## src/rtl/ahb3lite_sram_slave.sv

```systemverilog
// AHB-Lite slave in front of a 1-cycle-latency synchronous SRAM.
// Zero-wait reads, posted writes through a one-entry buffer with read-hit byte merging.
module ahb3lite_sram_slave #(
   parameter logic [31:0] BASE_ADDR = 32'h0000_0000,
   parameter int          MEM_AW    = 14
) (
   input  logic              HCLK,
   input  logic              HRESET,
   input  logic              HSEL,
   input  logic [31:0]       HADDR,
   input  logic [1:0]        HTRANS,
   input  logic              HWRITE,
   input  logic [2:0]        HSIZE,
   input  logic [2:0]        HBURST,
   input  logic [3:0]        HPROT,
   input  logic              HMASTLOCK,
   input  logic [31:0]       HWDATA,
   input  logic              HREADY,
   output logic              HREADYOUT,
   output logic              HRESP,
   output logic [31:0]       HRDATA,
   output logic              sram_cs,
   output logic              sram_we,
   output logic [3:0]        sram_be,
   output logic [MEM_AW-1:0] sram_addr,
   output logic [31:0]       sram_wdata,
   input  logic [31:0]       sram_rdata
);

   // state   | meaning
   // D_IDLE  | no data phase pending
   // D_READ  | read data phase, HRDATA from SRAM merged with buffer
   // D_WRITE | write data phase, HWDATA loads buffer when ready
   // D_ERR1  | first error cycle, HREADYOUT=0
   // D_ERR2  | second error cycle, HREADYOUT=1
   typedef enum logic [2:0] {D_IDLE, D_READ, D_WRITE, D_ERR1, D_ERR2} dstate_t;

   dstate_t           r_dstate;
   logic              r_buf_valid;
   logic [MEM_AW-1:0] r_buf_addr;
   logic [3:0]        r_buf_be;
   logic [31:0]       r_buf_data;
   logic [MEM_AW-1:0] r_wr_addr;
   logic [3:0]        r_wr_be;
   logic [MEM_AW-1:0] r_rd_addr;

   logic [31:0]       w_off;
   logic              w_in_range;
   logic [MEM_AW-1:0] w_waddr;
   logic [3:0]        w_be;
   logic              w_illegal;
   logic              w_req;
   logic              w_acc;
   logic              w_rd_req;
   logic              w_rd_issue;
   logic              w_conflict;
   logic              w_wr_done;
   logic              w_drain;
   logic [31:0]       w_merged;
   logic              w_unused;

   assign w_off      = HADDR - BASE_ADDR;
   assign w_in_range = (w_off >> (MEM_AW + 2)) == 32'd0;
   assign w_waddr    = w_off[MEM_AW+1:2];

   always_comb begin
      w_be = 4'hF;
      case (HSIZE)
         3'd0:    w_be = 4'b0001 << HADDR[1:0];
         3'd1:    w_be = 4'b0011 << HADDR[1:0];
         default: w_be = 4'hF;
      endcase
   end

   assign w_illegal = (HSIZE > 3'd2)
                    | ((HSIZE == 3'd1) & HADDR[0])
                    | ((HSIZE == 3'd2) & (HADDR[1:0] != 2'd0))
                    | !w_in_range;

   assign w_req      = HSEL & HTRANS[1];
   assign w_acc      = w_req & HREADY;
   assign w_rd_req   = w_req & !HWRITE & !w_illegal;
   // A read arriving while the buffer is full and a write data phase is open would need
   // the single SRAM port twice; stall one cycle so the buffer can drain first.
   assign w_conflict = r_buf_valid & (r_dstate == D_WRITE) & w_rd_req;
   assign w_rd_issue = w_rd_req & HREADY & !w_conflict;
   assign w_drain    = r_buf_valid & !w_rd_issue;

   assign HREADYOUT  = (r_dstate != D_ERR1) & !w_conflict;
   assign HRESP      = (r_dstate == D_ERR1) | (r_dstate == D_ERR2);
   assign w_wr_done  = (r_dstate == D_WRITE) & HREADYOUT;

   // Gated by reset so a discarded buffer entry never reaches the SRAM.
   assign sram_cs    = !HRESET & (w_rd_issue | w_drain);
   assign sram_we    = !HRESET & w_drain;
   assign sram_addr  = w_rd_issue ? w_waddr : r_buf_addr;
   assign sram_be    = w_rd_issue ? w_be : r_buf_be;
   assign sram_wdata = r_buf_data;

   always_comb begin
      w_merged = sram_rdata;
      for (int i = 0; i < 4; i++) begin
         if (r_buf_valid && (r_buf_addr == r_rd_addr) && r_buf_be[i])
            w_merged[8*i +: 8] = r_buf_data[8*i +: 8];
      end
   end

   assign HRDATA   = (r_dstate == D_READ) ? w_merged : 32'd0;
   assign w_unused = &{1'b0, HBURST, HPROT, HMASTLOCK, HTRANS[0], w_off[1:0]};

   always_ff @(posedge HCLK) begin
      if (HRESET) begin
         r_dstate    <= D_IDLE;
         r_buf_valid <= 1'b0;
      end else begin
         if (r_dstate == D_ERR1)
            r_dstate <= D_ERR2;
         else if (HREADYOUT) begin
            if (!w_acc)         r_dstate <= D_IDLE;
            else if (w_illegal) r_dstate <= D_ERR1;
            else if (HWRITE)    r_dstate <= D_WRITE;
            else                r_dstate <= D_READ;
         end

         if (HREADYOUT && w_acc && !w_illegal) begin
            if (HWRITE) begin
               r_wr_addr <= w_waddr;
               r_wr_be   <= w_be;
            end else begin
               r_rd_addr <= w_waddr;
            end
         end

         if (w_wr_done) begin
            r_buf_valid <= 1'b1;
            r_buf_addr  <= r_wr_addr;
            r_buf_be    <= r_wr_be;
            r_buf_data  <= HWDATA;
         end else if (w_drain) begin
            r_buf_valid <= 1'b0;
         end
      end
   end

endmodule

```

## config.mk

```make
export PLATFORM = sky130hd
export DESIGN_NAME = ahb3lite_sram_slave
export DESIGN_NICKNAME = d
export VERILOG_FILES = /design/src/rtl/ahb3lite_sram_slave.sv
export SDC_FILE = /design/constraint.sdc
export NUM_CORES = 1
export LEC_CHECK = 0
export CAP_MARGIN = 20
export CORE_MARGIN = 2
export CORE_UTILIZATION = 30
export CTS_BUF_LIST = sky130_fd_sc_hd__clkbuf_4
export DETAILED_ROUTE_END_ITERATION = 8
export DONT_BUFFER_PORTS = 1
export PLACE_DENSITY_LB_ADDON = 0.12
export SKIP_LAST_GASP = 1
export SYNTH_ARGS = -nofsm -noshare
export SYNTH_HDL_FRONTEND = slang
export SYNTH_SLANG_ARGS = --single-unit
export TNS_END_PERCENT = 50
```

## constraint.sdc

```tcl
create_clock -name HCLK -period 6.3 [get_ports HCLK]
set_input_delay 1.26 -clock HCLK [delete_from_list [all_inputs] [get_ports HCLK]]
set_output_delay 1.26 -clock HCLK [all_outputs]
set_load 0.01 [all_outputs]
```

==> summary.md, run 1 <==
| Metric | Value |
|---|---|
| Status | complete, no violations |
| Final TNS setup | 0 ns |
| Commonest non-fill, non-tap cell in the layout | edfxtp_1 |
| XOR/XNOR share of the synthesized area | 2.00% |
| Hold WS | 0.433 ns |
| Root Driver | clkbuf_4 |
| Fraction of layout cells with a size suffix above 1 | 15.2% |
| Max_slew headroom | 31.4% |
| Crit path buffers/inverters | 0 |
| Die area | 14000 um2 |
| Number of setup violations in the final report | 0 |
| Vias in the first global route | 2524 |
| Seq/Total Area, Yosys | 64.6% |
| Crit end category | primary output |
| Final ANT Viol Nets | 0 |
| Synth Cell Area | 3940 um2 |
| Core box area | 12700 um2 |
| Grt met1 use | 18.1% |
| Hold_buf cts | 0 |
| Clock Skew | 0.0106 ns |
| Die width | 119 um |
| Critical path fanouts, max | 20 |
| Final instance area | 4270 um2 |
| Area growth syn-to-layout | 8.43% |
| Post-synth EDFFs | 82 |
| HP Class | flip-flop to flip-flop |
| IO Port Bufs | 0 |
| Routed WL per cell | 21.7 um |
| Fin crit share | 68.7% |
| # nets final | 406 |
| Pin count of the biggest net entering global routing | 37 |
| Slew Viols, Final | 0 |
| Worst skew pair latency | 0.45 ns |
| Top FF cell, synth | edfxtp_1 |
| Worst path cell trace | or3_1, nand2b_1, nor4_4, nand2_2, mux2_4 |
| CTS H-tree depth | 3 |
| Die H | 119 um |
| Drt pass-1 iters | 6 |
| Slowest CP cell | mux2_4 |
| Mapped Nets | 410 |
| CTS sink cnt | 86 |
| N_diodes | 0 |
| Io pins | 200 |
| Synth Area in Compound Gates | 11.1% |
| Synth Warn # | 0 |
| VDD IR max | 0.111 mV |
| Antenna violations before repair | 0 |
| Reg2Reg Setup Slack | 4.10 ns |
| Initial Util | 30.9% |
| 1st-iter DRT viols | 179 |
| DR vias/cell | 5.40 |
| WP data arrival | 3.07 ns |
| RePlAce Congestion | 0.705 |
| WP data required | 5.04 ns |
| CTS tree | done |
| Area after DPL | 4090 um2 |
| PwrDens | 235 nW/um2 |
| Worst slew pin tran | 1.03 ns |
| Total Wirelength | 10200 um |
| CP Class | input port to primary output |
| Adder-Cell Fraction of Synth Area | 0% |
| Post-CTS Setup Inserts | 0 |
| RSZ-0062 raised after global routing | false |
| Critical Path Max Stage Delay | 0.49 ns |
| Global route total overflow | 0 |
| Synthesis-stage register bit count | 86 |
| First-pass GRT wire length | 14900 um |
| Avg Cell Area, Syn | 13.3 um2 |
| CP top delay family | simple AND/OR/NAND/NOR gates |
| P_leak | 1.31 nW |
| GR peak layer | met2 |
| Yosys cell types | 40 |
| Achievable Freq | 0.231 GHz |
| Remaining DRCs | 0 |
| Largest family of logic cells by synthesized area | simple AND/OR/NAND/NOR gates |
| Cells after Synth | 296 |
| Vias after detailed routing | 2529 |
| Clock buffer depth | 2 |
| Post-synthesis mux area share | 6.87% |
| Worst slack at placement | 1.92 ns |
| Asr flop ratio synth | 0% |
| Rows | 41 |
| Max-Cap Viols | 0 |
| Met2 usage | 21.6% |
| Simple-gate share of the synthesized area | 12.2% |
| CP startpoint kind | input port |
| Fin. Hold Viols | 0 |
| Num CTS Buffers | 9 |
| Commonest non-fill, non-tap cells in the layout | 82 x edfxtp_1, 38 x nand4_1, 35 x a21oi_1 |
| Aggregate global-route resource usage | 14.4% |
| Final setup margin | 1.97 ns |
| CTS-repair resized insts | 0 |
| Clock transition at path regs | 0.12 ns |
| Met3 usage | 5.45% |
| Min cycle time layout | 4.33 ns |
| Dpl hpwl | 7300 um |
| Final Core Density | 33.5% |
synthesized netlist by cell type, drive strengths merged (2+ instances only):
cell type | n | area (um2)
nor3b | 2 | 15.0
nor3 | 5 | 25.0
inv | 7 | 26.3
and3 | 2 | 12.5
nand2b | 3 | 18.8
dfxtp | 4 | 80.1
mux2 | 18 | 270
o22ai | 2 | 12.5
edfxtp | 82 | 2460
nand2 | 3 | 13.8
xnor2 | 5 | 43.8
nand4 | 38 | 238
nor2 | 8 | 30.0
or4 | 2 | 18.8
o211ai | 2 | 20.0
a21oi | 35 | 175
o21ai | 37 | 185
clkbuf | 14 | 52.6
xor2 | 4 | 35.0
nor4 | 6 | 65.1
buf | 6 | 50.0
worst paths after layout:
path / start / endpoint / cells after the start
worst max-delay path: HADDR[24] / sram_addr[1] / 5
worst min-delay path: r_wr_be[3] / r_buf_be[3] / 0
worst min register to register: r_wr_be[3] / r_buf_be[3] / 0
worst max register to register: r_dstate[1] / r_rd_addr[12] / 5
layout make-up:
class,instances,area (um2)
clock buffers,10,75.1
clock inverters,5,75.1
fillers,1286,8460
inverters,7,26.3
multi-input cells,183,1280
flip-flops and latches,86,2540
well taps,172,215
repair buffers,5,55.1
report_power, final:
part	leakage, nW	total (mW)	switching (mW)	internal [mW]
clock	0.0776	0.345	0.184	0.161
sequential	0.774	0.632	0.00452	0.628
combinational	0.462	0.0245	0.0158	0.00872
kinds of logic after synthesis:
kind of cell           Yosys count
AND/OR/NAND/NOR                 75
buffers and inverters           27
multiplexers                    18
XOR/XNOR                         9
flip-flops                      86
AO/OA/AOI/OAI                   81
worst reg2reg max path, stage by stage, from the launching register on:
cell and delay (ns):
dfxtp_1 0.38, nor3b_1 0.37, nand4_1 0.26, nand2_2 0.61, nor2_1 0.12, buf_4 0.23
metrics by stage:
stage | cells | power (mW)
after CTS | 467 | 1.02
after floorplan | 296 | 0.664
after global placement | 452 | 0.669
after global routing | 468 | 1.05
after detailed placement | 452 | 0.670
final | 468 | 1.00
layer usage:
metal  vias up  part of all wire, %
met5         -                    0
met4         0                  2.3
met3        16                   11
met2       165                   46
met1      1183                   41
li1       1165                    -
flip-flops by register name, summed over array words and instances (netlist names):
signal,count
r_dstate,3
r_buf_be,4
r_wr_addr,14
r_buf_valid,1
r_wr_be,4
r_rd_addr,14
r_buf_addr,14
sram_wdata,32
Note: power is estimated with default switching activity, not from simulation.
==> run 2: changes to the inputs <==
==> constraint.sdc (replaced) <==
create_clock -name HCLK -period 3.9 [get_ports HCLK]
set_input_delay 0.78 -clock HCLK [delete_from_list [all_inputs] [get_ports HCLK]]
set_output_delay 0.78 -clock HCLK [all_outputs]
set_load 0.01 [all_outputs]
==> summary.md, run 2 (synthesis results as in run 1) <==
| Metric | Value |
|---|---|
| Status | complete, no violations (unchanged) |
| Crit path buffers/inverters | 0 (unchanged) |
| CTS H-tree depth | 3 (unchanged) |
| CP Class | flip-flop to primary output (was input port to primary output) |
| Clock Skew | 0.0123 ns (was 0.0106 ns) |
| Critical Path Max Stage Delay | 0.77 ns (was 0.49 ns) |
| HP Class | input port to flip-flop (was flip-flop to flip-flop) |
| First-pass GRT wire length | 14700 um (was 14900 um) |
| CTS-repair resized insts | 0 (unchanged) |
| Clock buffer depth | 2 (unchanged) |
| Root Driver | clkbuf_4 (unchanged) |
| Vias in the first global route | 2498 (was 2524) |
| # nets final | 410 (was 406) |
| VDD IR max | 0.177 mV (was 0.111 mV) |
| Drt pass-1 iters | 4 (was 6) |
| Total Wirelength | 9970 um (was 10200 um) |
| Antenna violations before repair | 0 (unchanged) |
| Pin count of the biggest net entering global routing | 51 (was 37) |
| Register area | 2540 um2 (unchanged) |
| DR vias/cell | 5.37 (was 5.40) |
| Initial Util | 30.9% (unchanged) |
| Max reg flops | 32 (unchanged) |
| PwrDens | 379 nW/um2 (was 235 nW/um2) |
| N_diodes | 0 (unchanged) |
| Io pins | 200 (unchanged) |
| Achievable Freq | 0.307 GHz |
| Max_slew headroom | 54.6% (was 31.4%) |
| Number of fill cells in the layout | 1280 (was 1286) |
| Num CTS Buffers | 9 (unchanged) |
| CTS tree | done (unchanged) |
| Min cycle time layout | 3.26 ns |
| Final Non-Filler Cells | 473 (was 468) |
| Die width | 119 um (unchanged) |
| Dpl hpwl | 7090 um (was 7300 um) |
| Critical path fanouts, max | 32 (was 20) |
| CP startpoint kind | flip-flop (was input port) |
| RSZ-0062 raised after global routing | false (unchanged) |
| Aggregate global-route resource usage | 14.0% (was 14.4%) |
| Number of setup violations in the final report | 0 (unchanged) |
| RePlAce Congestion | 0.728 (was 0.705) |
| Worst slew pin tran | 0.681 ns (was 1.03 ns) |
| Max-Cap Viols | 0 (unchanged) |
| Vias after detailed routing | 2542 (was 2529) |
| Placed Instances | 457 (was 452) |
| Area growth syn-to-layout | 9.51% (was 8.43%) |
| Slew Viols, Final | 0 (unchanged) |
| Multi-input gate area in the final layout | 1280 um2 (about the same) |
| 1st-iter DRT viols | 144 (was 179) |
| Global route total overflow | 0 (unchanged) |
| Fin crit share | 83.5% |
| Remaining DRCs | 0 (unchanged) |
| Die area | 14000 um2 (unchanged) |
| Fin. Hold Viols | 0 (unchanged) |
| WP data required | 3.12 ns (was 5.04 ns) |
| Routed WL per cell | 21.1 um (was 21.7 um) |
| Commonest non-fill, non-tap cells in the layout | 82 x edfxtp_1, 38 x nand4_1, 35 x a21oi_1 (unchanged) |
| WP data arrival | 2.48 ns (was 3.07 ns) |
| Post-CTS Setup Inserts | 0 (unchanged) |
| CTS sink cnt | 86 (unchanged) |
| Final TNS setup | 0 ns (unchanged) |
| Die H | 119 um (unchanged) |
| IO Port Bufs | 0 (unchanged) |
| Worst skew pair latency | 0.45 ns (about the same) |
| Slowest CP cell | or4_4 (was mux2_4) |
| P_leak | 1.34 nW (was 1.31 nW) |
| Commonest non-fill, non-tap cell in the layout | edfxtp_1 (unchanged) |
| Rows | 41 (unchanged) |
| Worst path cell trace | xnor2_1, o211ai_1, or4_4, o21ai_0, a21oi_1 (was or3_1, nand2b_1, nor4_4, nand2_2, mux2_4) |
| Crit end category | primary output (unchanged) |
| Clock transition at path regs | 0.13 ns (was 0.12 ns) |
| Final ANT Viol Nets | 0 (unchanged) |
| Fraction of layout cells with a size suffix above 1 | 16.9% (was 15.2%) |
| Core box area | 12700 um2 (unchanged) |
| CP top delay family | simple AND/OR/NAND/NOR gates (unchanged) |
| Hold_buf cts | 0 (unchanged) |
[run 2: metrics by stage]
step / setup WS [ns] / instance area, um2 / utilization (%) / hold WS, ns / power [mW]
floorplan: 0.273 / 3940 / - / 0.400 / 1.07
global placement: 0.676 / 4150 / 32.6 / 0.400 / 1.08
detailed placement: 0.654 / 4150 / 32.6 / 0.405 / 1.08
CTS: 0.576 / 4310 / 33.9 / 0.339 / 1.66
global route: 0.452 / 4310 / 33.9 / 0.332 / 1.70
finish: 0.643 / 4310 / 33.9 / 0.390 / 1.63
[run 2: final timing paths]
| path | from | to | slack (ns) | cells past startpoint |
|---|---|---|---|---|
| worst min-delay path | HRESET | r_dstate[2] | 0.39 | 1 |
| worst max-delay path | r_buf_addr[3] | HRDATA[0] | 0.64 | 5 |
| worst min register to register | r_wr_addr[2] | r_buf_addr[2] | 0.44 | 0 |
| worst max register to register | r_dstate[1] | sram_wdata[21] | 1.50 | 5 |
[run 2: final cells by class]
cell class,instances,area share [%]
timing repair buffer,9,1.86
clock buffer,10,1.74
inverter,7,0.610
multi-input combinational,183,29.8
clock inverter,6,2.00
tap,172,4.99
sequential,86,59.0
[run 2: power by group]
part	total, mW	switching (mW)	internal, mW
clock network	0.573	0.307	0.266
registers	1.02	0.00727	1.01
logic	0.0397	0.0254	0.0143
total	1.63	0.340	1.29
[run 2: metal layers]
metal / GRT usage [%] / wire [um] / vias up
met4: 6.92 / 228 / 0
li1: - / - / 1171
met3: 5.36 / 930 / 19
met1: 17.5 / 4270 / 1211
met2: 21.1 / 4540 / 141
met5: 0 / 0 / -
[run 2: worst reg2reg max path, cell delays in order, from the launching register on]
cell     delay, ns
dfxtp_1       0.38
nor3b_1       0.39
nand4_1       0.25
nor4_1        0.63
nor3b_4       0.07
buf_4         0.36
